[src/rtl/rs_pkg.sv]
// Shared widths and CDB bus packing helpers for the reservation station,
// the ROB and the ALU.
package rs_pkg;
   localparam int DEPTH_DEF  = 8;
   localparam int DATA_W_DEF = 32;
   localparam int RS_OP_W    = 6;
   localparam int TAG_W_DEF  = 5;
   localparam int CDB_N_DEF  = 2;

   // Bus k sits at bits [k*w +: w] of a packed CDB field.
   function automatic int bus_lsb(input int k, input int w);
      return k * w;
   endfunction
endpackage

[src/rtl/rs_age_matrix.sv]
// Age matrix for DEPTH entries. Bit older_q[i][j] means entry i is older
// than entry j. Grants the requester that no other requester is older than.
module rs_age_matrix import rs_pkg::*; #(
   parameter int DEPTH = DEPTH_DEF
) (
   input  logic             clk,
   input  logic             rst,
   input  logic             clear_i,
   input  logic [DEPTH-1:0] alloc_i,
   input  logic [DEPTH-1:0] free_i,
   input  logic [DEPTH-1:0] req_i,
   output logic [DEPTH-1:0] gnt_o
);
   logic [DEPTH-1:0] older_q [DEPTH];
   logic [DEPTH-1:0] older_d [DEPTH];

   // A new entry is younger than every other entry; stale rows of free
   // entries are harmless because they never request and are wiped on reuse.
   always_comb begin
      for (int i = 0; i < DEPTH; i++) begin
         older_d[i] = older_q[i];
         for (int j = 0; j < DEPTH; j++) begin
            if (free_i[j])  older_d[i][j] = 1'b0;
            if (alloc_i[j]) older_d[i][j] = (i != j);
         end
         if (alloc_i[i]) older_d[i] = '0;
      end
   end

   always_ff @(posedge clk) begin
      if (rst || clear_i) begin
         for (int i = 0; i < DEPTH; i++) older_q[i] <= '0;
      end else begin
         for (int i = 0; i < DEPTH; i++) older_q[i] <= older_d[i];
      end
   end

   always_comb begin
      for (int i = 0; i < DEPTH; i++) begin
         logic blocked;
         blocked = 1'b0;
         for (int j = 0; j < DEPTH; j++) blocked = blocked | (req_i[j] & older_q[j][i]);
         gnt_o[i] = req_i[i] & ~blocked;
      end
   end
endmodule

[src/rtl/rs_issue_queue.sv]
// Reservation station in front of one ALU: CDB wakeup with insertion bypass,
// oldest-ready select through the age matrix and a registered issue slot.
module rs_issue_queue import rs_pkg::*; #(
   parameter  int DEPTH  = DEPTH_DEF,
   parameter  int DATA_W = DATA_W_DEF,
   parameter  int OP_W   = RS_OP_W,
   parameter  int TAG_W  = TAG_W_DEF,
   parameter  int CDB_N  = CDB_N_DEF,
   localparam int CNT_W  = $clog2(DEPTH + 1)
) (
   input  logic                    clk,
   input  logic                    rst,
   input  logic                    flush,
   input  logic                    in_valid,
   output logic                    in_ready,
   input  logic [OP_W-1:0]         in_op,
   input  logic [DATA_W-1:0]       in_pc,
   input  logic [DATA_W-1:0]       in_imm,
   input  logic [TAG_W-1:0]        in_tag,
   input  logic [DATA_W-1:0]       in_v1,
   input  logic [DATA_W-1:0]       in_v2,
   input  logic [TAG_W-1:0]        in_q1,
   input  logic [TAG_W-1:0]        in_q2,
   input  logic                    in_r1,
   input  logic                    in_r2,
   input  logic [CDB_N-1:0]        cdb_valid,
   input  logic [CDB_N*TAG_W-1:0]  cdb_tag,
   input  logic [CDB_N*DATA_W-1:0] cdb_data,
   output logic                    iss_valid,
   input  logic                    iss_ready,
   output logic [OP_W-1:0]         iss_op,
   output logic [DATA_W-1:0]       iss_pc,
   output logic [DATA_W-1:0]       iss_imm,
   output logic [DATA_W-1:0]       iss_v1,
   output logic [DATA_W-1:0]       iss_v2,
   output logic [TAG_W-1:0]        iss_tag,
   output logic [CNT_W-1:0]        count
);
   logic [DEPTH-1:0]  valid_q, valid_d, r1_q, r2_q;
   logic [OP_W-1:0]   op_q  [DEPTH];
   logic [DATA_W-1:0] pc_q  [DEPTH], imm_q [DEPTH], v1_q [DEPTH], v2_q [DEPTH];
   logic [TAG_W-1:0]  tag_q [DEPTH], q1_q  [DEPTH], q2_q [DEPTH];

   logic [DEPTH-1:0]  alloc_oh, free_oh, eligible, grant, wk1, wk2;
   logic [DATA_W-1:0] wd1 [DEPTH], wd2 [DEPTH];
   logic              accept, load, b1_hit, b2_hit;
   logic [DATA_W-1:0] b1_data, b2_data;

   logic              iss_valid_q;
   logic [OP_W-1:0]   iss_op_q, sel_op;
   logic [DATA_W-1:0] iss_pc_q, iss_imm_q, iss_v1_q, iss_v2_q;
   logic [DATA_W-1:0] sel_pc, sel_imm, sel_v1, sel_v2;
   logic [TAG_W-1:0]  iss_tag_q, sel_tag;

   always_comb begin
      count = '0;
      for (int i = 0; i < DEPTH; i++) count = count + {{(CNT_W-1){1'b0}}, valid_q[i]};
   end

   assign in_ready = (count != CNT_W'(DEPTH));
   assign accept   = in_valid && in_ready;
   assign eligible = valid_q & r1_q & r2_q;
   assign load     = (!iss_valid_q || iss_ready) && (|eligible);
   assign free_oh  = load ? grant : '0;
   assign valid_d  = (valid_q & ~free_oh) | alloc_oh;

   always_comb begin
      logic found;
      alloc_oh = '0;
      found    = 1'b0;
      for (int i = 0; i < DEPTH; i++) begin
         if (!valid_q[i] && !found) begin
            alloc_oh[i] = accept;
            found       = 1'b1;
         end
      end
   end

   // Buses are scanned high to low so the lowest matching bus wins.
   always_comb begin
      b1_hit  = 1'b0;
      b2_hit  = 1'b0;
      b1_data = '0;
      b2_data = '0;
      for (int i = 0; i < DEPTH; i++) begin
         wk1[i] = 1'b0;
         wk2[i] = 1'b0;
         wd1[i] = '0;
         wd2[i] = '0;
      end
      for (int k = CDB_N - 1; k >= 0; k--) begin
         if (cdb_valid[k]) begin
            if (cdb_tag[bus_lsb(k, TAG_W) +: TAG_W] == in_q1) begin
               b1_hit  = 1'b1;
               b1_data = cdb_data[bus_lsb(k, DATA_W) +: DATA_W];
            end
            if (cdb_tag[bus_lsb(k, TAG_W) +: TAG_W] == in_q2) begin
               b2_hit  = 1'b1;
               b2_data = cdb_data[bus_lsb(k, DATA_W) +: DATA_W];
            end
            for (int i = 0; i < DEPTH; i++) begin
               if (cdb_tag[bus_lsb(k, TAG_W) +: TAG_W] == q1_q[i]) begin
                  wk1[i] = 1'b1;
                  wd1[i] = cdb_data[bus_lsb(k, DATA_W) +: DATA_W];
               end
               if (cdb_tag[bus_lsb(k, TAG_W) +: TAG_W] == q2_q[i]) begin
                  wk2[i] = 1'b1;
                  wd2[i] = cdb_data[bus_lsb(k, DATA_W) +: DATA_W];
               end
            end
         end
      end
   end

   rs_age_matrix #(.DEPTH(DEPTH)) u_age (
      .clk     (clk),
      .rst     (rst),
      .clear_i (flush),
      .alloc_i (alloc_oh),
      .free_i  (free_oh),
      .req_i   (eligible),
      .gnt_o   (grant)
   );

   always_ff @(posedge clk) begin
      for (int i = 0; i < DEPTH; i++) begin
         if (alloc_oh[i]) begin
            op_q[i]  <= in_op;
            pc_q[i]  <= in_pc;
            imm_q[i] <= in_imm;
            tag_q[i] <= in_tag;
            q1_q[i]  <= in_q1;
            q2_q[i]  <= in_q2;
            r1_q[i]  <= in_r1 | b1_hit;
            r2_q[i]  <= in_r2 | b2_hit;
            v1_q[i]  <= in_r1 ? in_v1 : b1_data;
            v2_q[i]  <= in_r2 ? in_v2 : b2_data;
         end else begin
            if (!r1_q[i] && wk1[i]) begin
               r1_q[i] <= 1'b1;
               v1_q[i] <= wd1[i];
            end
            if (!r2_q[i] && wk2[i]) begin
               r2_q[i] <= 1'b1;
               v2_q[i] <= wd2[i];
            end
         end
      end
   end

   always_comb begin
      sel_op  = '0;
      sel_pc  = '0;
      sel_imm = '0;
      sel_v1  = '0;
      sel_v2  = '0;
      sel_tag = '0;
      for (int i = 0; i < DEPTH; i++) begin
         if (grant[i]) begin
            sel_op  = op_q[i];
            sel_pc  = pc_q[i];
            sel_imm = imm_q[i];
            sel_v1  = v1_q[i];
            sel_v2  = v2_q[i];
            sel_tag = tag_q[i];
         end
      end
   end

   always_ff @(posedge clk) begin
      if (rst || flush) begin
         valid_q     <= '0;
         iss_valid_q <= 1'b0;
         iss_op_q    <= '0;
         iss_pc_q    <= '0;
         iss_imm_q   <= '0;
         iss_v1_q    <= '0;
         iss_v2_q    <= '0;
         iss_tag_q   <= '0;
      end else begin
         valid_q <= valid_d;
         if (load) begin
            iss_valid_q <= 1'b1;
            iss_op_q    <= sel_op;
            iss_pc_q    <= sel_pc;
            iss_imm_q   <= sel_imm;
            iss_v1_q    <= sel_v1;
            iss_v2_q    <= sel_v2;
            iss_tag_q   <= sel_tag;
         end else if (iss_ready) begin
            iss_valid_q <= 1'b0;
         end
      end
   end

   assign iss_valid = iss_valid_q;
   assign iss_op    = iss_op_q;
   assign iss_pc    = iss_pc_q;
   assign iss_imm   = iss_imm_q;
   assign iss_v1    = iss_v1_q;
   assign iss_v2    = iss_v2_q;
   assign iss_tag   = iss_tag_q;
endmodule

[config.mk]
export PLATFORM = sky130hd
export DESIGN_NAME = rs_issue_queue
export DESIGN_NICKNAME = d
export VERILOG_FILES = /design/src/rtl/rs_pkg.sv /design/src/rtl/rs_age_matrix.sv /design/src/rtl/rs_issue_queue.sv
export SDC_FILE = /design/constraint.sdc
export NUM_CORES = 2
export LEC_CHECK = 0
export ABC_AREA = 1
export CAP_MARGIN = 25
export CORE_AREA = 2 2 377 379
export DETAILED_ROUTE_END_ITERATION = 8
export DIE_AREA = 0 0 379 381
export GPL_TIMING_DRIVEN = 0
export PLACE_DENSITY = 0.78
export SLEW_MARGIN = 10
export SYNTH_ARGS = -nofsm -noshare
export SYNTH_HDL_FRONTEND = slang
export SYNTH_SLANG_ARGS = --single-unit
[constraint.sdc]
create_clock -name clk -period 7.95 [get_ports clk]
set_input_delay 2.385 -clock clk [delete_from_list [all_inputs] [get_ports clk]]
set_output_delay 2.385 -clock clk [all_outputs]
set_load 0.01 [all_outputs]
==> flow_metrics.env <==
export IMPL_cts_setup_buffers=0
export IMPL_slew_headroom_pct=17.0
export IMPL_syn_to_final_growth_pct=16.4
export IMPL_grt_start_max_net_pins=73
export IMPL_drive_gt1_share_pct=8.56
export IMPL_vias=74700
export IMPL_detailedPlace_worstSlack_ns=1.46
export IMPL_setup_tns_ns=0
export IMPL_p_seq_share_pct=48.9
export IMPL_seq_area_frac_synth_pct=52.7
export IMPL_p_switching_mw=4.20
export IMPL_htreeDepth=4
export IMPL_dieArea_um2=144000
export IMPL_period_needed_ns=7.47
export IMPL_tightest_slew_ns=1.25
export IMPL_ys_ff_latch=1412
export IMPL_fin_crit_sh_pct=93.9
export IMPL_ys_warn_count=0
export IMPL_placed_area_um2=83900
export IMPL_drc=2
export IMPL_top_layer_used="met5"
export IMPL_cts_resized=0
export IMPL_syn_num_nets=9745
export IMPL_violations="design-rule violations"
export IMPL_gp_congestion=1.07
export IMPL_synth_edf_count=1208
export IMPL_worstSetupEndpointType="primary output"
export IMPL_floorplan_io_pins=377
export IMPL_synth_ff_type="edfxtp_1"
export IMPL_async_reset_ff_share_pct=0
export IMPL_fin_skew_ns=0.0630
export IMPL_syn_cell_area_um2=76600
export IMPL_design_area_um2=89100
export IMPL_setup_viol=0
export IMPL_post_dp_hpwl_um=253000
export IMPL_clock_latency_ns=0.84
export IMPL_drtPass1Iterations=9
export IMPL_clock_sinks=1412
export IMPL_dieWidth_um=379
export IMPL_startpoint_type="register"
export IMPL_cts_buffers=152
export IMPL_nets=10400
export IMPL_p_per_area_nw_per_um2=188
export IMPL_rsz0062_at_grt="false"
export IMPL_finalHoldViolCount=0
export IMPL_syn_area_per_cell_um2=8.06
export IMPL_power_internal_mw=12.5
export IMPL_utilization_pct=63.4
export IMPL_yosysUniqueCellTypes=50
export IMPL_cp_data_required_time_ns=5.57
export IMPL_grt_pass1_wl_um=475000
export IMPL_row_count=138
export IMPL_syn_instance_count=9504
export IMPL_clk_pin_slew_ns=0.06
export IMPL_cts_root_buffer="clkbuf_16"
export IMPL_drt_initial_drc_count=12800
export IMPL_wl_met1_um=125000
export IMPL_reg2reg_slack_ns=1.09
export IMPL_crit_type="register to primary output"
export IMPL_wl_met3_um=51500
export IMPL_wl_met2_um=141000
export IMPL_start_util_pct=54.5
export IMPL_antenna_found_initial=23
export IMPL_p_leak_nw=38.6
export IMPL_wl_per_cell_um=28.1
export IMPL_wirelength_um=342000
export IMPL_p_comb_share_pct=7.9
export IMPL_nFillCells=11800
export IMPL_clkPwrFrac_pct=43.2
export IMPL_ff2ff_path_depth=21
export IMPL_cts_buffer_depth=3
export IMPL_power_mw=16.7
export IMPL_io_buffers=366
export IMPL_track_usage_pct=46.4
export IMPL_hold_depth=2
export IMPL_status="finished, violations left"
export IMPL_arrival_ns=5.08
export IMPL_p_sw_share_pct=25.1
export IMPL_hp_class="register to register"
export IMPL_peakVddDrop_uv=190
export IMPL_vias_per_cell=6.14
export IMPL_ctsHoldBuffers=0
export IMPL_die_h_um=381
export IMPL_drv_cap=0
export IMPL_timing_final_ws_setup_ns=0.485
export IMPL_grt_pass1_vias=67700
export IMPL_cts_tree="yes"
export IMPL_crit_path_max_fanout=7
export IMPL_final_max_slew_viol_count=0
export IMPL_grt_overflow_total=0
export IMPL_fmax_mhz=134
export IMPL_core_area_um2=141000
export IMPL_ant_nets=0
## cells in the mapped netlist, drive strengths merged (63+ instances only)
master  instances  area share (%)
inv          1210             5.9
nand3         784             5.2
a21oi         337             2.2
buf           354             2.5
dfxtp         204             5.3
nor2           96            0.55
edfxtp       1208              47
nand3b        139             1.4
o21ai         653             4.4
o22ai         369             3.0
clkbuf        342             1.7
xor2           63            0.72
nand2        3355              16
clkinv        102            0.50
## worst paths after layout
kind / start / to
setup / recovery: valid_q[0] / in_ready
hold / removal: u_age.older_q[0][5] / u_age.older_q[0][5]
setup reg to reg: valid_q[0] / v1_q[0][81]
hold reg to reg: u_age.older_q[0][5] / u_age.older_q[0][5]
## layer usage
layer	global-route usage, %	vias up
met5	0.438	-
met4	27.6	18
met3	16.2	1155
met2	65.6	6067
met1	61.3	35100
li1	-	32300
## worst max-delay path, stage by stage, from the launching register on
cell             delay (ns)
dfxtp_1                0.59
fa_1                   0.48
inv_1                  0.08
fa_1                   0.44
fa_1                   0.45
inv_1                  0.08
ha_1                   0.16
inv_1                  0.06
fa_1                   0.43
xnor2_1                0.65
nor3_1                 0.09
nand2_1                0.14
clkdlybuf4s50_1        0.57
## stage by stage
step / cells / hold WS (ns)
finish: 12200 / 0.461
global route: 12100 / 0.480
CTS: 12100 / 0.462
detailed placement: 11800 / 0.452
global placement: 11800 / 0.448
floorplan: 9504 / 0.441
## logic make-up (layout without fill, tap and decap cells)
| logic type | Yosys count | after routing | share of synthesized area, % |
|---|---|---|---|
| simple gates | 4476 | 4476 | 24.3 |
| buf+inv | 2008 | 2756 | 10.6 |
| compound gates | 1490 | 1490 | 10.9 |
| flops | 1412 | 1412 | 52.7 |
| xor+xnor | 109 | 109 | 1.25 |
| fa+ha+maj | 9 | 9 | 0.186 |
| other cells | 0 | 24 | 0 |
## cells in the final DEF, fill, tap and decap left out, drive strengths merged, types with 46 or more instances in the layout
cell           count
nand3b           139
clkdlybuf4s50    366
o21ai            653
a21oi            337
edfxtp          1208
o211ai            48
nand2           3355
xor2              63
o22ai            369
clkinv           161
clkbuf           545
nand3            784
inv             1215
nor2              96
buf              451
dfxtp            204
xnor2             46
## sequential cells by signal, indices dropped and copies added (netlist names)
signal,flops
u_age.older_q,56
iss_valid,1
iss_pc,32
iss_op,6
imm_q,256
q2_q,40
op_q,48
iss_imm,32
valid_q,8
q1_q,40
tag_q,40
iss_v2,32
v1_q,256
pc_q,256
r2_q,8
iss_v1,32
v2_q,256
r1_q,8
iss_tag,5
## cell type report
type                            instances  area (µm²)  share of cell area (%)
Antenna cell                           24        60.1                  0.0674
Buffer                                696        3180                    3.57
Clock buffer                          203        4120                    4.62
Clock inverter                         82         926                    1.04
Inverter                             1312        4950                    5.55
Multi-Input combinational cell       6084       28200                    31.6
Sequential cell                      1412       40400                    45.3
Tap cell                             1890        2360                    2.65
Timing Repair Buffer                  463        5010                    5.62
## power by group through the flow
stage / clock network (mW) / registers (mW) / logic, mW
6_report: 7.22 / 8.18 / 1.31
2_1_floorplan: 0 / 8.33 / 0.527
4_1_cts: 7.20 / 8.18 / 1.22
3_3_place_gp: 0 / 8.34 / 1.17
3_5_place_dp: 0 / 8.34 / 1.22
5_1_grt: 7.50 / 8.18 / 1.33
Note: power is estimated with default switching activity, not from simulation.
